[src/rtl/mc_control.sv]
// Multicycle RV32I control unit: sequences fetch/decode/execute/memory and drives datapath selects.
// Latency: 5 cycles ALU/branch/jump, 7 cycles load/store with zero-wait memory; traps are sticky until reset.
// Backpressure: FETCH2/LD1/ST1 hold until mem_resp, bounded by MEM_TIMEOUT. Optional macro MC_CONTROL_MISALIGN_TRAP_EN.
package rv32i_types;
    typedef enum logic [6:0] {
        op_lui   = 7'b0110111,
        op_auipc = 7'b0010111,
        op_jal   = 7'b1101111,
        op_jalr  = 7'b1100111,
        op_br    = 7'b1100011,
        op_load  = 7'b0000011,
        op_store = 7'b0100011,
        op_imm   = 7'b0010011,
        op_reg   = 7'b0110011,
        op_csr   = 7'b1110011
    } rv32i_opcode;

    typedef enum logic [2:0] {
        beq = 3'b000, bne = 3'b001, blt = 3'b100,
        bge = 3'b101, bltu = 3'b110, bgeu = 3'b111
    } branch_funct3_t;

    typedef enum logic [2:0] {
        lb = 3'b000, lh = 3'b001, lw = 3'b010, lbu = 3'b100, lhu = 3'b101
    } load_funct3_t;

    typedef enum logic [2:0] {
        sb = 3'b000, sh = 3'b001, sw = 3'b010
    } store_funct3_t;

    typedef enum logic [2:0] {
        add = 3'b000, sll = 3'b001, slt = 3'b010, sltu = 3'b011,
        axor = 3'b100, sr = 3'b101, aor = 3'b110, aand = 3'b111
    } arith_funct3_t;

    typedef enum logic [2:0] {
        alu_add = 3'b000, alu_sll = 3'b001, alu_sra = 3'b010, alu_sub = 3'b011,
        alu_xor = 3'b100, alu_srl = 3'b101, alu_or  = 3'b110, alu_and = 3'b111
    } alu_ops;

    typedef enum logic [1:0] {
        pcmux_pc_plus4 = 2'b00, pcmux_alu_out = 2'b01, pcmux_alu_mod2 = 2'b10
    } pcmux_sel_t;

    typedef enum logic {
        a1_rs1_out = 1'b0, a1_pc_out = 1'b1
    } alumux1_sel_t;

    typedef enum logic [2:0] {
        a2_i_imm = 3'd0, a2_u_imm = 3'd1, a2_b_imm = 3'd2,
        a2_s_imm = 3'd3, a2_j_imm = 3'd4, a2_rs2_out = 3'd5
    } alumux2_sel_t;

    typedef enum logic [3:0] {
        rf_alu_out = 4'd0, rf_br_en = 4'd1, rf_u_imm = 4'd2, rf_lw = 4'd3,
        rf_pc_plus4 = 4'd4, rf_lb = 4'd5, rf_lbu = 4'd6, rf_lh = 4'd7, rf_lhu = 4'd8
    } regfilemux_sel_t;

    typedef enum logic {
        mar_pc_out = 1'b0, mar_alu_out = 1'b1
    } marmux_sel_t;

    typedef enum logic {
        cmp_rs2_out = 1'b0, cmp_i_imm = 1'b1
    } cmpmux_sel_t;
endpackage

module mc_control
    import rv32i_types::*;
#(
    parameter int MEM_TIMEOUT = 255,
    parameter int CNT_W       = 32
) (
    input  logic                clk,
    input  logic                rst,
    input  rv32i_opcode         opcode,
    input  logic [2:0]          funct3,
    input  logic [6:0]          funct7,
    input  logic                br_en,
    input  logic [1:0]          addr_lo,
    mc_control_if.master        mem,
    output pcmux_sel_t          pcmux_sel,
    output alumux1_sel_t        alumux1_sel,
    output alumux2_sel_t        alumux2_sel,
    output regfilemux_sel_t     regfilemux_sel,
    output marmux_sel_t         marmux_sel,
    output cmpmux_sel_t         cmpmux_sel,
    output alu_ops              aluop,
    output branch_funct3_t      cmpop,
    output logic                load_pc,
    output logic                load_ir,
    output logic                load_regfile,
    output logic                load_mar,
    output logic                load_mdr,
    output logic                load_data_out,
    output logic                commit,
    output logic [CNT_W-1:0]    retire_cnt,
    output logic                trap,
    output logic [1:0]          trap_cause
);

    typedef enum logic [3:0] {
        S_FETCH1, S_FETCH2, S_FETCH3, S_DECODE, S_EXEC, S_CALC_ADDR,
        S_LD1, S_LD2, S_ST1, S_ST2, S_TRAP
    } state_t;

    localparam int TO_W = (MEM_TIMEOUT > 1) ? $clog2(MEM_TIMEOUT) : 1;
    localparam bit TO_EN = (MEM_TIMEOUT > 0);
    localparam logic [TO_W-1:0] TO_LAST = TO_W'((MEM_TIMEOUT > 0) ? MEM_TIMEOUT - 1 : 0);

    localparam logic [1:0] CAUSE_ILLEGAL  = 2'd0;
    localparam logic [1:0] CAUSE_MISALIGN = 2'd1;
    localparam logic [1:0] CAUSE_TIMEOUT  = 2'd2;

    state_t          state;
    state_t          state_next;
    logic [1:0]      cause_next;
    logic [TO_W-1:0] to_cnt;
    logic [1:0]      off;
    logic            wait_state;
    logic            enter_wait;
    logic            timeout;
    logic            is_store;
    logic            br_f3_ok;
    logic            ld_f3_ok;
    logic            st_f3_ok;
    logic            misalign;
    logic [3:0]      st_mask;
    logic            unused_funct7;

    // Only funct7[5] carries meaning for the supported ALU ops.
    assign unused_funct7 = &{1'b0, funct7[6], funct7[4:0]};

    assign is_store   = (opcode == op_store);
    assign wait_state = (state == S_FETCH2) || (state == S_LD1) || (state == S_ST1);
    assign enter_wait = (state_next != state) &&
                        ((state_next == S_FETCH2) || (state_next == S_LD1) || (state_next == S_ST1));
    // A response on the last allowed cycle still counts as normal progress.
    assign timeout    = TO_EN && wait_state && !mem.mem_resp && (to_cnt == TO_LAST);

    assign br_f3_ok = (funct3 != 3'b010) && (funct3 != 3'b011);
    assign ld_f3_ok = (funct3 == lb) || (funct3 == lh) || (funct3 == lw) ||
                      (funct3 == lbu) || (funct3 == lhu);
    assign st_f3_ok = (funct3 == sb) || (funct3 == sh) || (funct3 == sw);

    // Alignment check on the live ALU address bits while in CALC_ADDR.
`ifdef MC_CONTROL_MISALIGN_TRAP_EN
    always_comb begin
        misalign = 1'b0;
        if (funct3 == 3'b010)
            misalign = (addr_lo != 2'b00);
        else if ((funct3 == lh) || (!is_store && (funct3 == lhu)))
            misalign = addr_lo[0];
    end
`else
    assign misalign = 1'b0;
`endif

    // Store byte lanes from the offset captured in CALC_ADDR; halfwords ignore off[0].
    always_comb begin
        st_mask = 4'b1111;
        case (funct3)
            sb:      st_mask = 4'b0001 << off;
            sh:      st_mask = 4'b0011 << {off[1], 1'b0};
            default: st_mask = 4'b1111;
        endcase
    end

    // State register.
    always_ff @(posedge clk or negedge rst) begin
        if (!rst) state <= S_FETCH1;
        else      state <= state_next;
    end

    // Timeout counter, captured offset, sticky trap cause and retirement counter.
    always_ff @(posedge clk or negedge rst) begin
        if (!rst) begin
            to_cnt     <= '0;
            off        <= 2'b00;
            trap_cause <= CAUSE_ILLEGAL;
            retire_cnt <= '0;
        end else begin
            if (enter_wait)
                to_cnt <= '0;
            else if (wait_state && !mem.mem_resp)
                to_cnt <= to_cnt + TO_W'(1);
            if (state == S_CALC_ADDR)
                off <= addr_lo;
            if ((state != S_TRAP) && (state_next == S_TRAP))
                trap_cause <= cause_next;
            if ((state == S_EXEC) || (state == S_LD2) || (state == S_ST2))
                retire_cnt <= retire_cnt + CNT_W'(1);
        end
    end

    // Next-state logic and the cause recorded on entry to TRAP.
    always_comb begin
        state_next = state;
        cause_next = CAUSE_ILLEGAL;
        case (state)
            S_FETCH1: state_next = S_FETCH2;
            S_FETCH2: begin
                if (mem.mem_resp) state_next = S_FETCH3;
                else if (timeout) begin
                    state_next = S_TRAP;
                    cause_next = CAUSE_TIMEOUT;
                end
            end
            S_FETCH3: state_next = S_DECODE;
            S_DECODE: begin
                case (opcode)
                    op_lui, op_auipc, op_imm, op_reg, op_jal, op_jalr:
                        state_next = S_EXEC;
                    op_br:    state_next = br_f3_ok ? S_EXEC : S_TRAP;
                    op_load:  state_next = ld_f3_ok ? S_CALC_ADDR : S_TRAP;
                    op_store: state_next = st_f3_ok ? S_CALC_ADDR : S_TRAP;
                    default:  state_next = S_TRAP;
                endcase
            end
            S_EXEC: state_next = S_FETCH1;
            S_CALC_ADDR: begin
                if (misalign) begin
                    state_next = S_TRAP;
                    cause_next = CAUSE_MISALIGN;
                end else begin
                    state_next = is_store ? S_ST1 : S_LD1;
                end
            end
            S_LD1, S_ST1: begin
                if (mem.mem_resp) state_next = (state == S_LD1) ? S_LD2 : S_ST2;
                else if (timeout) begin
                    state_next = S_TRAP;
                    cause_next = CAUSE_TIMEOUT;
                end
            end
            S_LD2, S_ST2: state_next = S_FETCH1;
            S_TRAP:       state_next = S_TRAP;
            default:      state_next = S_FETCH1;
        endcase
    end

    // Datapath selects, load strobes and memory requests; all strobes held low during reset.
    always_comb begin
        pcmux_sel           = pcmux_pc_plus4;
        alumux1_sel         = a1_rs1_out;
        alumux2_sel         = a2_i_imm;
        regfilemux_sel      = rf_alu_out;
        marmux_sel          = mar_pc_out;
        cmpmux_sel          = cmp_rs2_out;
        aluop               = alu_ops'(funct3);
        cmpop               = branch_funct3_t'(funct3);
        load_pc             = 1'b0;
        load_ir             = 1'b0;
        load_regfile        = 1'b0;
        load_mar            = 1'b0;
        load_mdr            = 1'b0;
        load_data_out       = 1'b0;
        commit              = 1'b0;
        mem.mem_read        = 1'b0;
        mem.mem_write       = 1'b0;
        mem.mem_byte_enable = 4'b0000;
        trap                = 1'b0;
        if (rst) begin
            case (state)
                S_FETCH1: load_mar = 1'b1;
                S_FETCH2: begin
                    mem.mem_read        = 1'b1;
                    mem.mem_byte_enable = 4'b1111;
                    load_mdr            = 1'b1;
                end
                S_FETCH3: load_ir = 1'b1;
                S_EXEC: begin
                    commit  = 1'b1;
                    load_pc = 1'b1;
                    case (opcode)
                        op_lui: begin
                            load_regfile   = 1'b1;
                            regfilemux_sel = rf_u_imm;
                        end
                        op_auipc: begin
                            load_regfile = 1'b1;
                            alumux1_sel  = a1_pc_out;
                            alumux2_sel  = a2_u_imm;
                            aluop        = alu_add;
                        end
                        op_imm, op_reg: begin
                            load_regfile = 1'b1;
                            if (opcode == op_reg) alumux2_sel = a2_rs2_out;
                            case (funct3)
                                add: if (opcode == op_reg && funct7[5]) aluop = alu_sub;
                                slt: begin
                                    cmpop          = blt;
                                    regfilemux_sel = rf_br_en;
                                    if (opcode == op_imm) cmpmux_sel = cmp_i_imm;
                                end
                                sltu: begin
                                    cmpop          = bltu;
                                    regfilemux_sel = rf_br_en;
                                    if (opcode == op_imm) cmpmux_sel = cmp_i_imm;
                                end
                                sr:      aluop = funct7[5] ? alu_sra : alu_srl;
                                default: ;
                            endcase
                        end
                        op_br: begin
                            alumux1_sel = a1_pc_out;
                            alumux2_sel = a2_b_imm;
                            aluop       = alu_add;
                            pcmux_sel   = br_en ? pcmux_alu_out : pcmux_pc_plus4;
                        end
                        op_jal, op_jalr: begin
                            load_regfile   = 1'b1;
                            regfilemux_sel = rf_pc_plus4;
                            pcmux_sel      = pcmux_alu_mod2;
                            aluop          = alu_add;
                            if (opcode == op_jal) begin
                                alumux1_sel = a1_pc_out;
                                alumux2_sel = a2_j_imm;
                            end
                        end
                        default: ;
                    endcase
                end
                S_CALC_ADDR: begin
                    aluop       = alu_add;
                    alumux2_sel = is_store ? a2_s_imm : a2_i_imm;
                    if (!misalign) begin
                        load_mar      = 1'b1;
                        marmux_sel    = mar_alu_out;
                        load_data_out = is_store;
                    end
                end
                S_LD1: begin
                    mem.mem_read        = 1'b1;
                    mem.mem_byte_enable = 4'b1111;
                    load_mdr            = 1'b1;
                end
                S_LD2: begin
                    commit       = 1'b1;
                    load_pc      = 1'b1;
                    load_regfile = 1'b1;
                    case (funct3)
                        lb:      regfilemux_sel = rf_lb;
                        lh:      regfilemux_sel = rf_lh;
                        lbu:     regfilemux_sel = rf_lbu;
                        lhu:     regfilemux_sel = rf_lhu;
                        default: regfilemux_sel = rf_lw;
                    endcase
                end
                S_ST1: begin
                    mem.mem_write       = 1'b1;
                    mem.mem_byte_enable = st_mask;
                end
                S_ST2: begin
                    commit  = 1'b1;
                    load_pc = 1'b1;
                end
                S_TRAP:  trap = 1'b1;
                default: ;
            endcase
        end
    end

endmodule

[src/rtl/mc_control_if.sv]
// Unified memory port between the multicycle controller and memory.
// Latency: none, wires only; the controller holds its request until mem_resp.
// Backpressure: memory stalls the controller by holding mem_resp low.
interface mc_control_if;
    logic       mem_read;
    logic       mem_write;
    logic [3:0] mem_byte_enable;
    logic       mem_resp;

    modport master (
        output mem_read,
        output mem_write,
        output mem_byte_enable,
        input  mem_resp
    );

    modport slave (
        input  mem_read,
        input  mem_write,
        input  mem_byte_enable,
        output mem_resp
    );
endinterface

[src/flat_wrapper.sv]
// flat-port wrapper written by rule: the top's interface ports become plain ports
module mc_control_flat import rv32i_types::*;
#(
    parameter int MEM_TIMEOUT = 255,
    parameter int CNT_W       = 32
)
  (clk, rst, opcode, funct3, funct7, br_en, addr_lo, pcmux_sel, alumux1_sel, alumux2_sel, regfilemux_sel, marmux_sel, cmpmux_sel, aluop, cmpop, load_pc, load_ir, load_regfile, load_mar, load_mdr, load_data_out, commit, retire_cnt, trap, trap_cause, mem_mem_read, mem_mem_write, mem_mem_byte_enable, mem_mem_resp);
  mc_control_if mem_i ();
  input  logic clk;
  input  logic rst;
  input  rv32i_opcode opcode;
  input  logic [2:0] funct3;
  input  logic [6:0] funct7;
  input  logic br_en;
  input  logic [1:0] addr_lo;
  output pcmux_sel_t pcmux_sel;
  output alumux1_sel_t alumux1_sel;
  output alumux2_sel_t alumux2_sel;
  output regfilemux_sel_t regfilemux_sel;
  output marmux_sel_t marmux_sel;
  output cmpmux_sel_t cmpmux_sel;
  output alu_ops aluop;
  output branch_funct3_t cmpop;
  output logic load_pc;
  output logic load_ir;
  output logic load_regfile;
  output logic load_mar;
  output logic load_mdr;
  output logic load_data_out;
  output logic commit;
  output logic [CNT_W-1:0] retire_cnt;
  output logic trap;
  output logic [1:0] trap_cause;
  output wire logic [$bits(mem_i.mem_read)-1:0] mem_mem_read;
  output wire logic [$bits(mem_i.mem_write)-1:0] mem_mem_write;
  output wire logic [$bits(mem_i.mem_byte_enable)-1:0] mem_mem_byte_enable;
  input wire logic [$bits(mem_i.mem_resp)-1:0] mem_mem_resp;
  assign mem_mem_read = mem_i.mem_read;
  assign mem_mem_write = mem_i.mem_write;
  assign mem_mem_byte_enable = mem_i.mem_byte_enable;
  assign mem_i.mem_resp = mem_mem_resp;
  mc_control #(.MEM_TIMEOUT(MEM_TIMEOUT), .CNT_W(CNT_W)) u_core (.clk(clk), .rst(rst), .opcode(opcode), .funct3(funct3), .funct7(funct7), .br_en(br_en), .addr_lo(addr_lo), .mem(mem_i), .pcmux_sel(pcmux_sel), .alumux1_sel(alumux1_sel), .alumux2_sel(alumux2_sel), .regfilemux_sel(regfilemux_sel), .marmux_sel(marmux_sel), .cmpmux_sel(cmpmux_sel), .aluop(aluop), .cmpop(cmpop), .load_pc(load_pc), .load_ir(load_ir), .load_regfile(load_regfile), .load_mar(load_mar), .load_mdr(load_mdr), .load_data_out(load_data_out), .commit(commit), .retire_cnt(retire_cnt), .trap(trap), .trap_cause(trap_cause));
endmodule
[config.mk]
export PLATFORM = sky130hd
export DESIGN_NAME = mc_control_flat
export DESIGN_NICKNAME = d
export VERILOG_FILES = /design/src/rtl/mc_control.sv /design/src/rtl/mc_control_if.sv /design/src/flat_wrapper.sv
export SDC_FILE = /design/constraint.sdc
export NUM_CORES = 1
export LEC_CHECK = 0
export CAP_MARGIN = 20
export CORE_MARGIN = 2
export CORE_UTILIZATION = 40
export CTS_BUF_LIST = sky130_fd_sc_hd__clkbuf_8
export CTS_CLUSTER_DIAMETER = 30
export CTS_CLUSTER_SIZE = 16
export DETAILED_ROUTE_END_ITERATION = 12
export PLACE_DENSITY = 0.72
export SYNTH_ARGS = -nofsm -noshare
export SYNTH_HDL_FRONTEND = slang
export SYNTH_SLANG_ARGS = --single-unit
[constraint.sdc]
create_clock -name clk -period 2.1 [get_ports clk]
set_clock_uncertainty 0.2 [all_clocks]
set_input_delay 0.42 -clock clk [delete_from_list [all_inputs] [get_ports clk]]
set_output_delay 0.42 -clock clk [all_outputs]
set_load 0.05 [all_outputs]
==> results.sh <==
export IMPL_synth_area_um2=3010
export IMPL_cts_buffers=5
export IMPL_fmax_mhz=419
export IMPL_die_area_um2=8230
export IMPL_cap_violations=0
export IMPL_h_tree_depth=2
export IMPL_final_hold_violation_count=0
export IMPL_synth_edf_count=0
export IMPL_reg2reg_slack_ns=-0.06
export IMPL_cts_tree="built"
export IMPL_synth_distinct_cells=52
export IMPL_setup_ws_ns=-0.284
export IMPL_rows=31
export IMPL_grt_pass1_vias=3065
export IMPL_timing_rr_start="u_core.state[1]"
export IMPL_cts_buffer_depth=2
export IMPL_worst_hold_path_type="primary input to async pin"
export IMPL_place_inst=570
export IMPL_cp_arrival_ns=1.76
export IMPL_synth_top_family_by_area="simple AND/OR/NAND/NOR gates"
export IMPL_worst_setup_hold_path_clk_slew_ns=0.09
export IMPL_grt_use_total_pct=21.9
export IMPL_crit_start="u_core.state[3]"
export IMPL_area_delta_synth_final_pct=81.7
export IMPL_start_kind="flop"
export IMPL_ys_ff_latch=47
export IMPL_drt_iter0_drc=155
export IMPL_grt_max_degree=30
export IMPL_die_w_um=90.7
export IMPL_synth_compound_area_share_pct=13.6
export IMPL_ys_seq_area_share_pct=39.1
export IMPL_syn_avg_cell_area_um2=8.82
export IMPL_critPathMaxFanout=6
export IMPL_rsz0062_at_grt="yes"
export IMPL_vdd_drop_max_mv=0.624
export IMPL_leakage_nw=2.35
export IMPL_ys_top_cells_by_area="dfrtp_1 (39%), xnor2_1 (11%), nand2_1 (4.4%)"
export IMPL_synthAdderAreaFrac_pct=1.25
export IMPL_drcViolationCount=0
export IMPL_report_final_slew_viol_count=0
export IMPL_initial_core_util_pct=41.5
export IMPL_slowest_delay_ns=0.40
export IMPL_synthSimpleGateAreaFrac_pct=28.4
export IMPL_final_setup_viol_count=36
export IMPL_instances_no_fill=604
export IMPL_syn_nets=367
export IMPL_ant_nets=0
export IMPL_final_util_pct=75.3
export IMPL_end_kind="primary output"
export IMPL_failed_checks="setup timing"
export IMPL_synth_top_cell_area_share_pct=39.1
export IMPL_grt_pass1_wl_um=14800
export IMPL_layout_drive_gt1_share_pct=53.7
export IMPL_synthCells=341
export IMPL_rr_worst_depth=7
export IMPL_fill_cells=491
export IMPL_rr_endpoint="u_core.to_cnt[4]"
export IMPL_dieHeight_um=90.7
export IMPL_wl_per_cell_um=16.6
export IMPL_drt_vias_per_instance=5.42
export IMPL_crit_required_ns=1.48
export IMPL_finalWeightedCongestion=0.942
export IMPL_worstPathCellList="buf_6 > nand3b_1 > buf_4 > nor4_4 > buf_12"
export IMPL_post_route_period_util_pct=114
export IMPL_grt_ovfl_total=0
export IMPL_yosys_most_used_dff="dfrtp_1"
export IMPL_nNetsFinal=530
export IMPL_preCtsSetupSlack_ns=-0.628
export IMPL_dr_pass1_iters=5
export IMPL_clock_sinks=47
export IMPL_wl_um=10000
export IMPL_coreArea_um2=7250
export IMPL_worst_skew_pair_late_latency_ns=0.30
export IMPL_synthMuxAreaShare_pct=1.41
export IMPL_powerDensity_nw_per_um2=805
export IMPL_portBuffers=81
export IMPL_cp_slowest_cell="dfrtp_1"
export IMPL_ios=89
export IMPL_yosysTopAreaCell="dfrtp_1"
export IMPL_synth_xor_area_share_pct=11.4
export IMPL_antennaDiodeCount=0
export IMPL_total_power_mw=4.40
export IMPL_antenna_found_initial=0
export IMPL_post_dp_hpwl_um=6680
export IMPL_vias=3272
export IMPL_ys_async_sr_fraction_pct=100
export IMPL_period_needed_ns=2.38
export IMPL_root_buffer="clkbuf_8"
export IMPL_status="finished with violations"
export IMPL_yosysWarnings=0
export IMPL_path_class="flop to primary output"
export IMPL_holdWs_ns=0.129
[layout make-up]
class / count / area (µm²) / area share (%)
multi-input combinational: 264 / 2230 / 40.9
tap: 99 / 124 / 2.27
timing repair buffer: 178 / 1790 / 32.8
sequential: 47 / 1190 / 21.7
clock buffer: 5 / 68.8 / 1.26
clock inverter: 3 / 22.5 / 0.412
inverter: 8 / 37.5 / 0.687
[placed cells by master (no fill, tap or decap), types with 3 or more instances in the layout]
cell               n
o21ai_0            4
buf_4            102
dfrtp_2            9
nand3_1           19
nor2_2             7
nand2_2            3
inv_1              5
dlygate4sd2_1      3
a21oi_1            6
ha_1               3
nand4_1           13
clkdlybuf4s50_1    5
o211ai_1           3
and2_1             5
a22oi_2            3
and4_1             6
o21ai_2            4
nand2_1           29
buf_12            25
nor2_4            10
clkbuf_2           3
buf_6             31
buf_2              4
nand2b_1           6
dfrtp_1           38
nor4_4             3
clkbuf_8           5
xnor2_1           36
and3_1             6
a21oi_4            4
a21oi_2            5
buf_8              3
nand3b_1           5
a21o_4             3
nor2b_4            5
nor3_1             3
nor3_4             7
nor2_1            12
[what timing repair did]
| action | in CTS | in global routing |
|---|---|---|
| hold buffers | 1 | 0 |
| endpoints found under the hold margin | 9 | 0 |
| gates resized for setup | 71 | 70 |
| setup endpoints to repair | 36 | 65 |
| pin swaps | 23 | 37 |
| buffers inserted | 6 | 19 |
| gates cloned | 0 | 2 |
[worst max path at each step]
stage | to | slack (ns) | cells after the start
floorplan | aluop[1] | -0.22 | 6
global placement | load_regfile | -0.62 | 6
detailed placement | aluop[0] | -0.63 | 7
CTS | aluop[1] | -0.27 | 7
global route | aluop[1] | -0.36 | 7
finish | alumux2_sel[1] | -0.28 | 5
[cell usage after synthesis, types with 4 or more instances]
cell / n
and4_1: 6
nand3_1: 22
and2_1: 6
nor2_1: 28
a21oi_1: 14
and3_1: 8
a21o_1: 4
clkbuf_1: 14
nand4_1: 13
nor2b_1: 6
a211oi_1: 4
o21ai_0: 12
xnor2_1: 37
nand2_1: 35
nor3_1: 10
nand2b_1: 7
nand3b_1: 5
inv_1: 8
nor4_1: 4
dfrtp_1: 47
[registers in the layout, summed over array words and instances, names as in the netlist]
register           count
u_core.retire_cnt     32
u_core.to_cnt          8
u_core.state           4
u_core.off             2
u_core.trap_cause      1
[worst max-delay path: cells and delay by family (launching register included)]
kind	cells	cell delay, ns
AND/OR/NAND/NOR	2	0.53
buffers and inverters	3	0.53
flip-flops	1	0.40
[through the flow]
step                      TNS [ns]  instance area (µm²)
after detailed placement    -11.76                 4740
after CTS                    -5.28                 5050
final                        -5.57                 5460
after floorplan              -2.29                 3300
after global placement      -11.23                 4740
after global routing         -8.68                 5460
[report_power, final]
group          switching, mW  internal (mW)  total (mW)  leakage, nW
clock                  0.321          0.239       0.559       0.0485
sequential             0.131           1.01        1.15        0.624
combinational           1.44           1.26        2.69         1.68
[routing by layer]
metal | GRT usage, % | part of all wire, %
met1 | 28.7 | 41
met2 | 37.4 | 52
met3 | 3.59 | 4.6
met4 | 6.03 | 2.1
met5 | 0 | 0
[kinds of logic after synthesis]
| family | after synthesis |
|---|---|
| XOR/XNOR | 39 |
| multiplexers | 4 |
| flip-flops | 47 |
| buffers and inverters | 30 |
| AND/OR/NAND/NOR | 161 |
| AO/OA/AOI/OAI | 56 |
| adder cells (fa/ha/maj) | 3 |
| other | 1 |
Note: power is estimated with default switching activity, not from simulation.
